`src/rtl/car_park_ctrl_p.sv`:
```
// Car park gate controller: keypad password FSM with occupancy tracking,
// retry lockout, entry timeout and a blinking error indication.
`timescale 1ns/1ps
module car_park_ctrl_p #(
   parameter int CAPACITY    = 8,
   parameter int PW_WIDTH    = 2,
   parameter int PASSWORD_1  = 1,
   parameter int PASSWORD_2  = 2,
   parameter int MAX_TRIES   = 3,
   parameter int TIMEOUT_CYC = 64,
   parameter int LOCKOUT_CYC = 128,
   parameter int BLINK_CYC   = 4
) (
   input  logic                            clk,
   input  logic                            reset,
   input  logic                            sensor_entrance,
   input  logic                            sensor_exit,
   input  logic                            car_departed,
   input  logic [PW_WIDTH-1:0]             password_1,
   input  logic [PW_WIDTH-1:0]             password_2,
   input  logic                            password_valid,
   output logic                            GREEN_LED,
   output logic                            RED_LED,
   output logic [6:0]                      HEX_1,
   output logic [6:0]                      HEX_2,
   output logic [$clog2(CAPACITY+1)-1:0]   occupancy,
   output logic                            full
);

   localparam int OCC_W   = $clog2(CAPACITY+1);
   localparam int TMAX    = (TIMEOUT_CYC > LOCKOUT_CYC) ? TIMEOUT_CYC : LOCKOUT_CYC;
   localparam int TIMER_W = $clog2(TMAX+1);
   localparam int TRY_W   = $clog2(MAX_TRIES+1);
   localparam int BLINK_W = $clog2(BLINK_CYC+1);

   localparam logic [6:0] G_BLANK = 7'h7F;
   localparam logic [6:0] G_E     = 7'b0000110;
   localparam logic [6:0] G_N     = 7'b0101011;
   localparam logic [6:0] G_6     = 7'b0000010;
   localparam logic [6:0] G_0     = 7'b1000000;
   localparam logic [6:0] G_5     = 7'b0010010;
   localparam logic [6:0] G_P     = 7'b0001100;
   localparam logic [6:0] G_F     = 7'b0001110;
   localparam logic [6:0] G_L     = 7'b1000111;

   typedef enum logic [2:0] {
      S_IDLE, S_FULL, S_WAIT, S_WRONG, S_RIGHT, S_STOP, S_LOCK
   } state_t;

   state_t               state, state_nx;
   logic [TRY_W-1:0]     tries, tries_nx;
   logic [TIMER_W-1:0]   timer, timer_nx;
   logic [BLINK_W-1:0]   blink_cnt, blink_nx;
   logic                 blink_red, blink_red_nx;
   logic [OCC_W-1:0]     occ_nx;
   logic                 inc;
   logic                 pw_match;
   logic [15:0]          out_nx;

   // Moore output decode: {green, red, hex_1, hex_2}
   function automatic logic [15:0] decode_out(input state_t s, input logic blink);
      case (s)
         S_FULL:  decode_out = {1'b0, 1'b1,  G_F, G_L};
         S_WAIT:  decode_out = {1'b0, 1'b1,  G_E, G_N};
         S_WRONG: decode_out = {1'b0, blink, G_E, G_E};
         S_RIGHT: decode_out = {1'b1, 1'b0,  G_6, G_0};
         S_STOP:  decode_out = {1'b0, 1'b1,  G_5, G_P};
         S_LOCK:  decode_out = {1'b0, 1'b1,  G_L, G_L};
         default: decode_out = {1'b0, 1'b0,  G_BLANK, G_BLANK};
      endcase
   endfunction

   assign pw_match = (password_1 == PW_WIDTH'(PASSWORD_1)) &&
                     (password_2 == PW_WIDTH'(PASSWORD_2));

   always_comb begin
      state_nx     = state;
      tries_nx     = tries;
      timer_nx     = timer;
      blink_nx     = blink_cnt;
      blink_red_nx = blink_red;
      inc          = 1'b0;
      case (state)
         S_IDLE: begin
            if (sensor_entrance) begin
               if (full) begin
                  state_nx = S_FULL;
               end else begin
                  state_nx = S_WAIT;
                  timer_nx = '0;
                  tries_nx = '0;
               end
            end
         end
         S_FULL: begin
            if (!sensor_entrance) begin
               state_nx = S_IDLE;
            end else if (car_departed || !full) begin
               state_nx = S_WAIT;
               timer_nx = '0;
               tries_nx = '0;
            end
         end
         S_WAIT, S_WRONG: begin
            if (password_valid) begin
               timer_nx = '0;
               if (pw_match) begin
                  state_nx = S_RIGHT;
               end else begin
                  tries_nx = tries + TRY_W'(1);
                  if (tries == TRY_W'(MAX_TRIES-1)) begin
                     state_nx = S_LOCK;
                  end else begin
                     state_nx     = S_WRONG;
                     blink_nx     = '0;
                     blink_red_nx = 1'b1;
                  end
               end
            end else if (timer == TIMER_W'(TIMEOUT_CYC-1)) begin
               state_nx = S_IDLE;
            end else begin
               timer_nx = timer + TIMER_W'(1);
               if (state == S_WRONG) begin
                  if (blink_cnt == BLINK_W'(BLINK_CYC-1)) begin
                     blink_nx     = '0;
                     blink_red_nx = ~blink_red;
                  end else begin
                     blink_nx = blink_cnt + BLINK_W'(1);
                  end
               end
            end
         end
         S_RIGHT: begin
            if (sensor_exit) begin
               inc      = 1'b1;
               state_nx = sensor_entrance ? S_STOP : S_IDLE;
            end
         end
         S_STOP: begin
            if (password_valid && pw_match)
               state_nx = full ? S_FULL : S_RIGHT;
         end
         S_LOCK: begin
            if (timer == TIMER_W'(LOCKOUT_CYC-1))
               state_nx = S_IDLE;
            else
               timer_nx = timer + TIMER_W'(1);
         end
         default: state_nx = S_IDLE;
      endcase
   end

   // Simultaneous arrival and departure cancel out; both ends saturate.
   always_comb begin
      occ_nx = occupancy;
      if (inc && !car_departed) begin
         if (occupancy != OCC_W'(CAPACITY))
            occ_nx = occupancy + OCC_W'(1);
      end else if (!inc && car_departed) begin
         if (occupancy != '0)
            occ_nx = occupancy - OCC_W'(1);
      end
   end

   assign out_nx = decode_out(state_nx, blink_red_nx);

   always_ff @(posedge clk or posedge reset) begin
      if (reset) begin
         state     <= S_IDLE;
         tries     <= '0;
         timer     <= '0;
         blink_cnt <= '0;
         blink_red <= 1'b0;
         occupancy <= '0;
         full      <= 1'b0;
         GREEN_LED <= 1'b0;
         RED_LED   <= 1'b0;
         HEX_1     <= G_BLANK;
         HEX_2     <= G_BLANK;
      end else begin
         state     <= state_nx;
         tries     <= tries_nx;
         timer     <= timer_nx;
         blink_cnt <= blink_nx;
         blink_red <= blink_red_nx;
         occupancy <= occ_nx;
         full      <= (occ_nx == OCC_W'(CAPACITY));
         GREEN_LED <= out_nx[15];
         RED_LED   <= out_nx[14];
         HEX_1     <= out_nx[13:7];
         HEX_2     <= out_nx[6:0];
      end
   end

endmodule
```
`config.mk`:
```
export PLATFORM = sky130hd
export DESIGN_NAME = car_park_ctrl_p
export DESIGN_NICKNAME = d
export VERILOG_FILES = /design/src/rtl/car_park_ctrl_p.sv
export SDC_FILE = /design/constraint.sdc
export NUM_CORES = 1
export LEC_CHECK = 0
export CAP_MARGIN = 25
export CORE_MARGIN = 1.5
export CORE_UTILIZATION = 42
export CTS_CLUSTER_SIZE = 20
export DETAILED_ROUTE_END_ITERATION = 12
export PLACE_DENSITY = 0.65
export SLEW_MARGIN = 20
export SYNTH_ARGS = -nofsm -noshare
export SYNTH_HDL_FRONTEND = slang
export SYNTH_SLANG_ARGS = --single-unit
```
`constraint.sdc`:
```
create_clock -name clk -period 3.65 [get_ports clk]
set_clock_uncertainty 0.15 [all_clocks]
set_input_delay 0.73 -clock clk [delete_from_list [all_inputs] [get_ports clk]]
set_output_delay 0.73 -clock clk [all_outputs]
set_load 0.005 [all_outputs]
```
# After elaboration in Yosys (flattened, before gate mapping)
# Index checks and enable logic that the tools add are counted.
# W data, S select, Z words.
# word_totals
register_bits	38
input_bits	10
out_inout_bits	21
wordCells	114
# classes
n_addsub	5
eq_ne	31
muxes	49
bitwise	1
reduce_logical	17
# op_table
cell	count
$pmux W16 S6	1
$mux W8	7
$mux W3	18
$pmux W8 S4	1
$ne A2 B2 Y1 const B	10
$eq A3 B3 Y1 const B	6
$pmux W3 S6	1
$mux W4	4
$eq A3 B2 Y1 const B	5
$mux W2	7
$reduce_and A7 Y1	2
$mux W1	9
$add A8 B1 Y8 const B	1
$eq A8 B6 Y1 const B	1
$eq A8 B7 Y1 const B	1
$reduce_bool A4 Y1	2
$eq A3 B1 Y1 const B	2
$pmux W2 S3	1
$reduce_and A5 Y1	1
$add A4 B1 Y4 const B	1
$eq A2 B2 Y1 const B	2
$eq A4 B4 Y1 const B	1
$logic_and A1 B1 Y1	4
$ne A4 B4 Y1 const B	1
12 further kinds	14

# Longest topological paths before layout
# Gate-level depths: netlist of the first run.
# depth
depth_word	7
ltp_mapped	8
mapped_depth_nobuf	8

# Least setup slack after synthesis of the first run
# Ideal clock, no wire load.
# synth_timing
kind	input port to flip-flop
from	in car_departed
to	reg timer[5]
setup_ns	0.104
arrival_ns	1.954
setup_slack_ns	1.442
stages	7
path_buffers	2
cell_sequence	nand2_2 -> a211o_1 -> and3_1 -> buf_6 -> or2_1 -> buf_6 -> o41ai_4
# synth_via
elab_chain_len	3
# synth_rtl
item	line	source
from (decl)	18	input logic car_departed,
$logic_or A1 B1 Y1	98	end else if (car_departed || !full) begin
$ne A2 B2 Y1 (no line)	n/a	
$reduce_and A7 Y1 (no line)	n/a	
to (signal assigned)	183	timer <= timer_nx;
to (decl)	52	logic [TIMER_W-1:0] timer, timer_nx;
# No other way between the ends.
# A chain may end at the register's enable or synchronous reset.

# Worst setup path after layout of the first run
# layout_timing
from	in password_valid
to	reg timer[2]
# layout_via
elab_chain_len	2
elab_cells_between_ends	4
cone_classes	eq/ne (1); mux (2); reduce/logical (1)
# layout_rtl
item	line	source
from (decl)	21	input logic password_valid,
$ne A3 B3 Y1 (no line) or $mux W8 (tied branches)	n/a	
$reduce_and A7 Y1 (no line) or $pmux W8 S4 (tied branches)	n/a	
# Several ways; a longest one is shown, not always the timed one.

==> impl_metrics.csv, run 1 <==
group,metric,value,unit
sta,relSlewSlack,59.00,%
setup_path,r2r_slack,1.31,ns
placed_design,portBuffers,29,
setup_path,path_cells,"clkdlybuf4s50_1 > or2_2 > o41ai_2 > and3_1 > or2_1 > o21ai_0",
drt,num_vias,1520,
setup_path,crit_path_max_incr_delay,0.59,ns
setup_path,crit_required,3.65,ns
clock_network,cts_setup_buffers,0,
synthesis,syn_inst,194,
sta,fin_ws,0.8353,ns
clock_network,cts-buffers-inserted,5,
synthesis,synth_simple_gate_area_share,24.19,%
setup_path,critPathLaunchType,"primary input",
final_layout,num_antenna_cells,0,
floorplanning,die_h,70.95,um
floorplanning,start_util,44.24,%
setup_path,path_buf_inv,1,
worst_hold_path,holdCritPathClass,"flop to flop",
drt,drtPass1Iterations,4,
sta,grt_setup_unrepaired,"no",
final_layout,layout_commonest_cell,"clkdlybuf4s50_1",
clock_network,htree_levels,2,
power_and_ir_drop,p_leak,1.004,nW
synthesis,syn_area,1939,sq um
drt,wl_per_cell,14.22,um
sta,setup_viol,0,
synthesis,ys_ff_latch,34,
sta,hold_viol,0,
synthesis,syn-num-nets,209,
synthesis,ys_types,60,
global_routing,grt_max_degree,19,
global_routing,first_global_vias,1467,
final_layout,syn_to_final_growth,21.48,%
final_layout,final_cells,273,
sta,max_freq,355.3,MHz
placed_design,hpwl,2849,um
setup_path,crit_type,"primary input to flop",
worst_hold_path,worst_hold_path.num_cells,1,
synthesis,synth_top_family_by_area,"simple AND/OR/NAND/NOR gates",
global_routing,grt_pass1_wl,6651,um
placed_design,pre_cts_slack,0.5812,ns
placed_design,dp.cells,265,
synthesis,muxShareOfSynthArea,1.742,%
floorplanning,core,4384,sq um
clock_network,cts_tree,"yes",
synthesis,ys_seq_area_share,44.52,%
setup_path,path_depth,6,
clock_network,clock_latency,0.28,ns
floorplanning,die_w,70.95,um
setup_path,cp-endpoint,"timer[2]$_DFFE_PP0P_",
placed_design,gp_congestion,0.7809,
global_routing,grt.total_usage,16.54,%
setup_path,rr_worst_depth,6,
floorplanning,pin_count,31,
flow_run,maxCapViolations,0,
synthesis,ys_async_sr_fraction,100.0,%
outcome,status,"completed",
setup_path,r2r-end,"timer[2]$_DFFE_PP0P_",
synthesis,syn_avg_cell_area,9.997,sq um
clock_network,clkSlewWorstSetupHoldPaths,0.07,ns
sta,fin_tns_setup,0,ns
synthesis,synth-edff-count,0,
drt,drtAntennaViolNets,0,
synthesis,synth_compound_area_share,18.58,%
synthesis,synth_adder_area_share,3.226,%
setup_path,critPathMaxFanout,11,
setup_path,arrival,2.82,ns
clock_network,clk_path_buf_depth,2,
setup_path,crit_path_end_kind,"flop",
setup_path,critPathSlowestCell,"clkdlybuf4s50_1",
drt,drc,0,
drt,drtIter0Drc,71,
clock_network,cts_resized,0,
sta,worst_slew_pin_slew,0.6137,ns
clock_network,cts_root_buf,"clkbuf_8",
synthesis,ys_warn_count,0,
global_routing,grt-ovfl-total,0,
final_layout,nets,235,
final_layout,drive_gt1_share,17.65,%
drt,via_per_inst,5.568,
global_routing,antenna_found_initial,0,
synthesis,synth_xor_area_share,1.355,%
clock_network,cts.sinks,34,
setup_path,worstReg2RegStart,"timer[0]$_DFFE_PP0P_",
synthesis,ys.flop_type,"dfrtp_1",
final_layout,final_cell_mix,"clkdlybuf4s50_1 (29), dfrtp_1 (24), nand2_1 (19)",
power_and_ir_drop,vdd_drop_max,0.4211,mV
power_and_ir_drop,powerDensity,789.4,nW/um^2
floorplanning,rows,24,
setup_path,cpLargestDelayFamily,"simple AND/OR/NAND/NOR gates",
clock_network,cts_hold_buf,0,
floorplanning,die_area,5034,sq um
setup_path,startpoint,"password_valid",
sta,slew_viol_final,0,
sta,period_share,77.11,%
sta,final.min_clock_period,2.815,ns
drt,routed_wl,3882,um
sequential cells by signal, summed over array words and instances, names as in the netlist, 2 cells and up:
| signal | cells |
|---|---|
| tries | 2 |
| blink_cnt | 3 |
| occupancy | 4 |
| HEX_1 | 3 |
| HEX_2 | 7 |
| timer | 8 |
| state | 3 |
area by class of cell:
cell class                      count  area (sq um)
Fill cell                         398          2028
Timing Repair Buffer               32         332.8
Inverter                            8         30.03
Sequential cell                    34         863.3
Clock buffer                        5         68.82
Tap cell                           52         65.06
Clock inverter                      3         40.04
Multi-Input combinational cell    139         955.9
power by group:
group          internal, mW  switching (mW)  total [mW]
registers             0.554           0.127       0.681
logic                 0.440           0.409       0.849
clock network         0.201           0.130       0.330
total                  1.19           0.665        1.86
synth_stat cells (all sizes together) (2+ instances only):
master,n,area [sq um]
dfrtp,24,600.6
nand2,21,83.83
nor2,14,52.55
o21ai,13,65.06
buf,10,78.82
dfstp,10,262.8
inv,8,30.03
nand3,7,40.04
a21oi,5,36.29
ha,5,62.56
nand2b,4,25.02
nor2b,4,25.02
o211ai,4,30.03
or2,4,25.02
a31oi,3,18.77
and3,3,18.77
clkbuf,3,11.26
mux2,3,33.78
nor3b,3,22.52
nor4b,3,26.28
o41ai,3,60.06
a211oi,2,15.01
and2,2,12.51
and2b,2,16.27
and4bb,2,25.02
nand4bb,2,22.52
o311ai,2,17.52
o31a,2,17.52
o31ai,2,15.01
or3,2,12.51
xnor2,2,17.52
per-layer routing:
metal	wire length, um	global-route usage [%]	up-vias	part of all wire [%]
met5	0	0	-	0
met1	1786	22.18	738	46
li1	-	-	747	-
met4	73	6.289	0	1.9
met2	1894	25.96	27	49
met3	128	4.131	8	3.3
worst min-delay path by stage:
stage / start / endpoint / slack [ns]
3_3_place_gp: blink_cnt[1]$_DFFE_PP0P_ / blink_cnt[1]$_DFFE_PP0P_ / 0.31
2_1_floorplan: blink_cnt[1]$_DFFE_PP0P_ / blink_cnt[1]$_DFFE_PP0P_ / 0.29
6_report: blink_cnt[2]$_DFFE_PP0P_ / blink_cnt[2]$_DFFE_PP0P_ / 0.34
3_5_place_dp: blink_cnt[2]$_DFFE_PP0P_ / blink_cnt[2]$_DFFE_PP0P_ / 0.33
4_1_cts: blink_cnt[2]$_DFFE_PP0P_ / blink_cnt[2]$_DFFE_PP0P_ / 0.35
5_1_grt: blink_cnt[1]$_DFFE_PP0P_ / blink_cnt[1]$_DFFE_PP0P_ / 0.37
through the flow:
stage          power (mW)  util, %  cell area [sq um]  hold slack [ns]
2_1_floorplan       1.264        -               1939           0.2928
6_report            1.860    53.74               2356           0.3424
4_1_cts             1.882    53.74               2356           0.3460
3_3_place_gp        1.505    50.63               2220           0.3065
5_1_grt             2.011    53.74               2356           0.3717
3_5_place_dp        1.541    51.26               2247           0.3305
logic make-up after synthesis:
logic type / after synthesis
XOR/XNOR: 3
flip-flops: 34
AND/OR/NAND/NOR: 81
multiplexers: 3
AO/OA/AOI/OAI: 46
adder cells (fa/ha/maj): 5
buffers and inverters: 21
other: 1
Power figures use the tool's default switching activity.
==> run 2, diff against run 1 <==
PLACE_DENSITY = 0.68   (was 0.65)
clock period = 2.4 ns   (was 3.65 ns; I/O delays follow)
==> impl_metrics.csv, run 2 (synthesized netlist as in run 1, its figures left out) <==
group,metric,value,unit
drt,via_per_inst,5.321,
floorplanning,start_util,44.24,%
sta,slew_viol_final,0,
global_routing,grt_max_degree,35,
global_routing,grt.total_usage,16.06,%
final_layout,num_antenna_cells,0,
drt,drtPass1Iterations,4,
setup_path,crit_type,"primary input to flop",
floorplanning,die_area,5034,sq um
power_and_ir_drop,vdd_drop_max,0.6590,mV
power_and_ir_drop,powerDensity,1197,nW/um^2
clock_network,cts_root_buf,"clkbuf_8",
sta,fin_ws,0.2113,ns
final_layout,multi_input_area,955.9,sq um
setup_path,r2r_slack,0.25,ns
drt,routed_wl,3770,um
sta,hold_viol,0,
placed_design,pre_cts_slack,-0.08597,ns
clock_network,cts_hold_buf,0,
final_layout,post-route-util,55.88,%
clock_network,cts_resized,0,
clock_network,clock_latency,0.29,ns
clock_network,clkSlewWorstSetupHoldPaths,0.07,ns
outcome,status,"completed",
power_and_ir_drop,p_leak,1.066,nW
floorplanning,rows,24,
final_layout,regArea,863.3,sq um
clock_network,clk_path_buf_depth,2,
placed_design,portBuffers,29,
floorplanning,core,4384,sq um
floorplanning,die_h,70.95,um
final_layout,fillCellCount,392,
floorplanning,pin_count,31,
drt,drc,0,
drt,drtAntennaViolNets,0,
final_layout,drive_gt1_share,23.53,%
sta,period_share,91.20,%
sta,fin_tns_setup,0,ns
clock_network,cts_tree,"yes",
final_layout,syn_to_final_growth,26.32,%
sta,final.min_clock_period,2.189,ns
worst_hold_path,holdCritPathClass,"flop to flop",
clock_network,cts_setup_buffers,0,
global_routing,grt-ovfl-total,0,
global_routing,first_global_vias,1425,
setup_path,arrival,2.20,ns
final_layout,layout_commonest_cell,"clkdlybuf4s50_1",
final_layout,nets,252,
sta,setup_viol,0,
clock_network,cts.sinks,34,
floorplanning,die_w,70.95,um
drt,drtIter0Drc,52,
setup_path,crit_required,2.41,ns
clock_network,cts-buffers-inserted,5,
flow_run,maxCapViolations,0,
setup_path,crit_path_end_kind,"flop",
placed_design,gp_congestion,0.7773,
global_routing,antenna_found_initial,0,
placed_design,hpwl,2810,um
clock_network,htree_levels,2,
setup_path,critPathMaxFanout,10,
drt,num_vias,1543,
sta,grt_setup_unrepaired,"no",
drt,wl_per_cell,13.00,um
final_layout,top_register,"timer",
setup_path,critPathLaunchType,"primary input",
final_layout,largest_registers,"timer (8), HEX_2 (7), occupancy (4)",
final_layout,largest_reg_flops,8,
sta,max_freq,456.9,MHz
global_routing,grt_pass1_wl,6534,um
final_layout,final_cell_mix,"clkdlybuf4s50_1 (29), dfrtp_1 (24), buf_4 (20)",
run 2: changes by cell type in the layout (fill, tap and decap cells not counted), sizes merged:
cell	delta
clkinvlp	+1
clkinv	-1
bufinv	-1
clkbuf	+1
buf	+17
run 2: per-stage QoR:
stage	std cells	area [sq um]	hold slack (ns)	total power, mW
final	290	2450	0.3322	2.932
after detailed placement	282	2355	0.3198	2.522
after CTS	290	2450	0.3340	2.967
after floorplan	194	1939	0.2928	1.922
after global placement	282	2355	0.3132	2.497
after global routing	290	2450	0.3720	3.179
run 2: per-layer routing:
layer	track usage [%]	vias up	routed length [um]	part of all wire (%)
met4	5.031	0	23	0.61
li1	-	786	-	-
met5	0	-	0	0
met1	21.91	731	1805	48
met2	25.34	21	1805	48
met3	3.989	5	136	3.6
run 2: report_power, final:
part / switching [mW] / internal, mW
clock network: 0.206 / 0.230
registers: 0.193 / 0.843
logic: 0.645 / 0.815
run 2: final cells by class:
cell class | instances | share of cell area (%)
Timing Repair Buffer | 49 | 17.98
Tap cell | 52 | 2.656
Multi-Input combinational cell | 139 | 39.02
Inverter | 8 | 1.226
Sequential cell | 34 | 35.24
Clock buffer | 6 | 3.371
Clock inverter | 2 | 0.5107
run 2: path summary, 6_finish.rpt:
check | start | to | cells after the start
worst max-delay path | password_2[0] | RED_LED$_DFF_PP0_ | 7
worst min-delay path | blink_cnt[1]$_DFFE_PP0P_ | blink_cnt[1]$_DFFE_PP0P_ | 2
worst max register to register | timer[0]$_DFFE_PP0P_ | HEX_1[0]$_DFF_PP1_ | 7
worst min register to register | blink_cnt[1]$_DFFE_PP0P_ | blink_cnt[1]$_DFFE_PP0P_ | 2
max in group asynchronous | reset | HEX_2[1]$_DFF_PP1_ | 3
min in group asynchronous | reset | timer[4]$_DFFE_PP0P_ | 3
run 2: critical path, stage by stage:
cell             delay [ns]
clkdlybuf4s50_1        0.44
and4bb_2               0.28
buf_4                  0.15
o211ai_1               0.18
o311ai_1               0.15
buf_4                  0.20
o311ai_0               0.32
==> run 3, diff against run 2 <==
PLACE_DENSITY = 0.65   (was 0.68)
clock period = 2.8 ns   (was 2.4 ns; I/O delays follow)
==> impl_metrics.csv, run 3 (synthesized netlist as in run 1, its figures left out) <==
group,metric,value,unit
clock_network,cts_hold_buf,0,
final_layout,num_antenna_cells,0,
setup_path,r2r_slack,0.60,ns
drt,routed_wl,3882,um
sta,max_freq,426.5,MHz
power_and_ir_drop,p_total,2.504,mW
sta,fin_tns_setup,0,ns
power_and_ir_drop,powerDensity,1053,nW/um^2
floorplanning,start_util,44.24,%
clock_network,cts_tree,"yes",
worst_hold_path,holdCritPathClass,"flop to flop",
final_layout,nets,240,
outcome,status,"completed",
drt,drc,0,
drt,drtIter0Drc,56,
final_layout,largest_reg_flops,8,
drt,num_vias,1516,
global_routing,grt.total_usage,16.93,%
worst_hold_path,min_to,"tries[1]$_DFFE_PP0P_",
clock_network,htree_levels,2,
clock_network,cts_setup_buffers,0,
sta,period_share,83.74,%
setup_path,crit_path_end_kind,"flop",
floorplanning,core,4384,sq um
power_and_ir_drop,p_leak,1.014,nW
final_layout,final_cell_mix,"clkdlybuf4s50_1 (29), dfrtp_1 (24), nand2_1 (19)",
sta,fin_ws,0.4554,ns
global_routing,first_global_vias,1451,
final_layout,drive_gt1_share,19.47,%
placed_design,hpwl,2844,um
placed_design,pre_cts_slack,0.1762,ns
setup_path,worstReg2RegStart,"timer[0]$_DFFE_PP0P_",
final_layout,post-route-util,54.25,%
setup_path,arrival,2.35,ns
final_layout,layout_commonest_cell,"clkdlybuf4s50_1",
sta,grt_setup_unrepaired,"no",
clock_network,cts-buffers-inserted,5,
drt,via_per_inst,5.453,
clock_network,cts_root_buf,"clkbuf_8",
floorplanning,die_w,70.95,um
global_routing,grt_max_degree,35,
drt,drtAntennaViolNets,0,
global_routing,grt_pass1_wl,6789,um
floorplanning,die_h,70.95,um
setup_path,critPathMaxFanout,6,
clock_network,cts.sinks,34,
setup_path,crit_required,2.81,ns
setup_path,rr_worst_depth,6,
final_layout,syn_to_final_growth,22.65,%
drt,wl_per_cell,13.96,um
clock_network,clk_path_buf_depth,2,
placed_design,portBuffers,29,
global_routing,grt-ovfl-total,0,
floorplanning,rows,24,
clock_network,clkSlewWorstSetupHoldPaths,0.08,ns
floorplanning,die_area,5034,sq um
clock_network,cts_resized,0,
placed_design,gp_congestion,0.7429,
final_layout,top_register,"timer",
power_and_ir_drop,vdd_drop_max,0.5665,mV
sta,hold_viol,0,
worst_hold_path,hp-start,"tries[1]$_DFFE_PP0P_",
clock_network,clock_latency,0.29,ns
setup_path,r2r-end,"timer[2]$_DFFE_PP0P_",
drt,drtPass1Iterations,4,
floorplanning,pin_count,31,
sta,final.min_clock_period,2.345,ns
worst_hold_path,worst_hold_path.num_cells,2,
flow_run,maxCapViolations,0,
setup_path,crit_type,"primary input to flop",
sta,setup_viol,0,
final_layout,largest_registers,"timer (8), HEX_2 (7), occupancy (4)",
sta,slew_viol_final,0,
setup_path,critPathLaunchType,"primary input",
global_routing,antenna_found_initial,0,
## run 3: cell types whose count changed in the layout (fill, tap and decap cells not counted), sizes merged
cell / delta
clkinvlp: +1
clkbuf: -1
bufinv: +1
clkinv: -1
buf: -12
## run 3: critical path: stages
cell	delay, ns
clkdlybuf4s50_1	0.51
or2_2	0.32
o41ai_2	0.27
and3_1	0.23
or2_1	0.29
o21ai_0	0.16
## run 3: worst max path at each step
stage / start / end / slack (ns) / cells after the start
after floorplan: timer[0]$_DFFE_PP0P_ / timer[5]$_DFFE_PP0P_ / 0.75 / 8
after global placement: password_valid / HEX_1[0]$_DFF_PP1_ / 0.20 / 7
after detailed placement: password_valid / timer[2]$_DFFE_PP0P_ / 0.18 / 6
after CTS: password_valid / timer[2]$_DFFE_PP0P_ / 0.49 / 6
after global routing: password_valid / timer[2]$_DFFE_PP0P_ / 0.35 / 6
final: password_valid / timer[2]$_DFFE_PP0P_ / 0.46 / 6
## run 3: cell type report
cell class / count / area (sq um)
fillers: 393 / 2006
multi-input cells: 139 / 955.9
clock buffers: 5 / 68.82
flip-flops and latches: 34 / 863.3
repair buffers: 37 / 350.3
clock inverters: 3 / 45.04
inverters: 8 / 30.03
well taps: 52 / 65.06
## run 3: metal layers
metal / vias up / wire length (um) / GRT usage (%)
li1: 754 / - / -
met1: 730 / 1925 / 23.74
met2: 25 / 1770 / 25.34
met3: 7 / 125 / 4.131
met4: 0 / 61 / 6.709
met5: - / 0 / 0
## run 3: through the flow
step / hold WS (ns) / area [sq um] / instances
floorplan: 0.2928 / 1939 / 194
finish: 0.3449 / 2379 / 278
detailed placement: 0.3335 / 2265 / 270
CTS: 0.3521 / 2379 / 278
global placement: 0.3096 / 2265 / 270
global route: 0.3592 / 2379 / 278
## run 3: power breakdown
group / total (mW) / internal (mW) / leakage, nW / switching (mW)
Combinational: 1.16 / 0.618 / 0.550 / 0.542
Clock: 0.457 / 0.265 / 0.0504 / 0.192
Sequential: 0.888 / 0.722 / 0.413 / 0.166
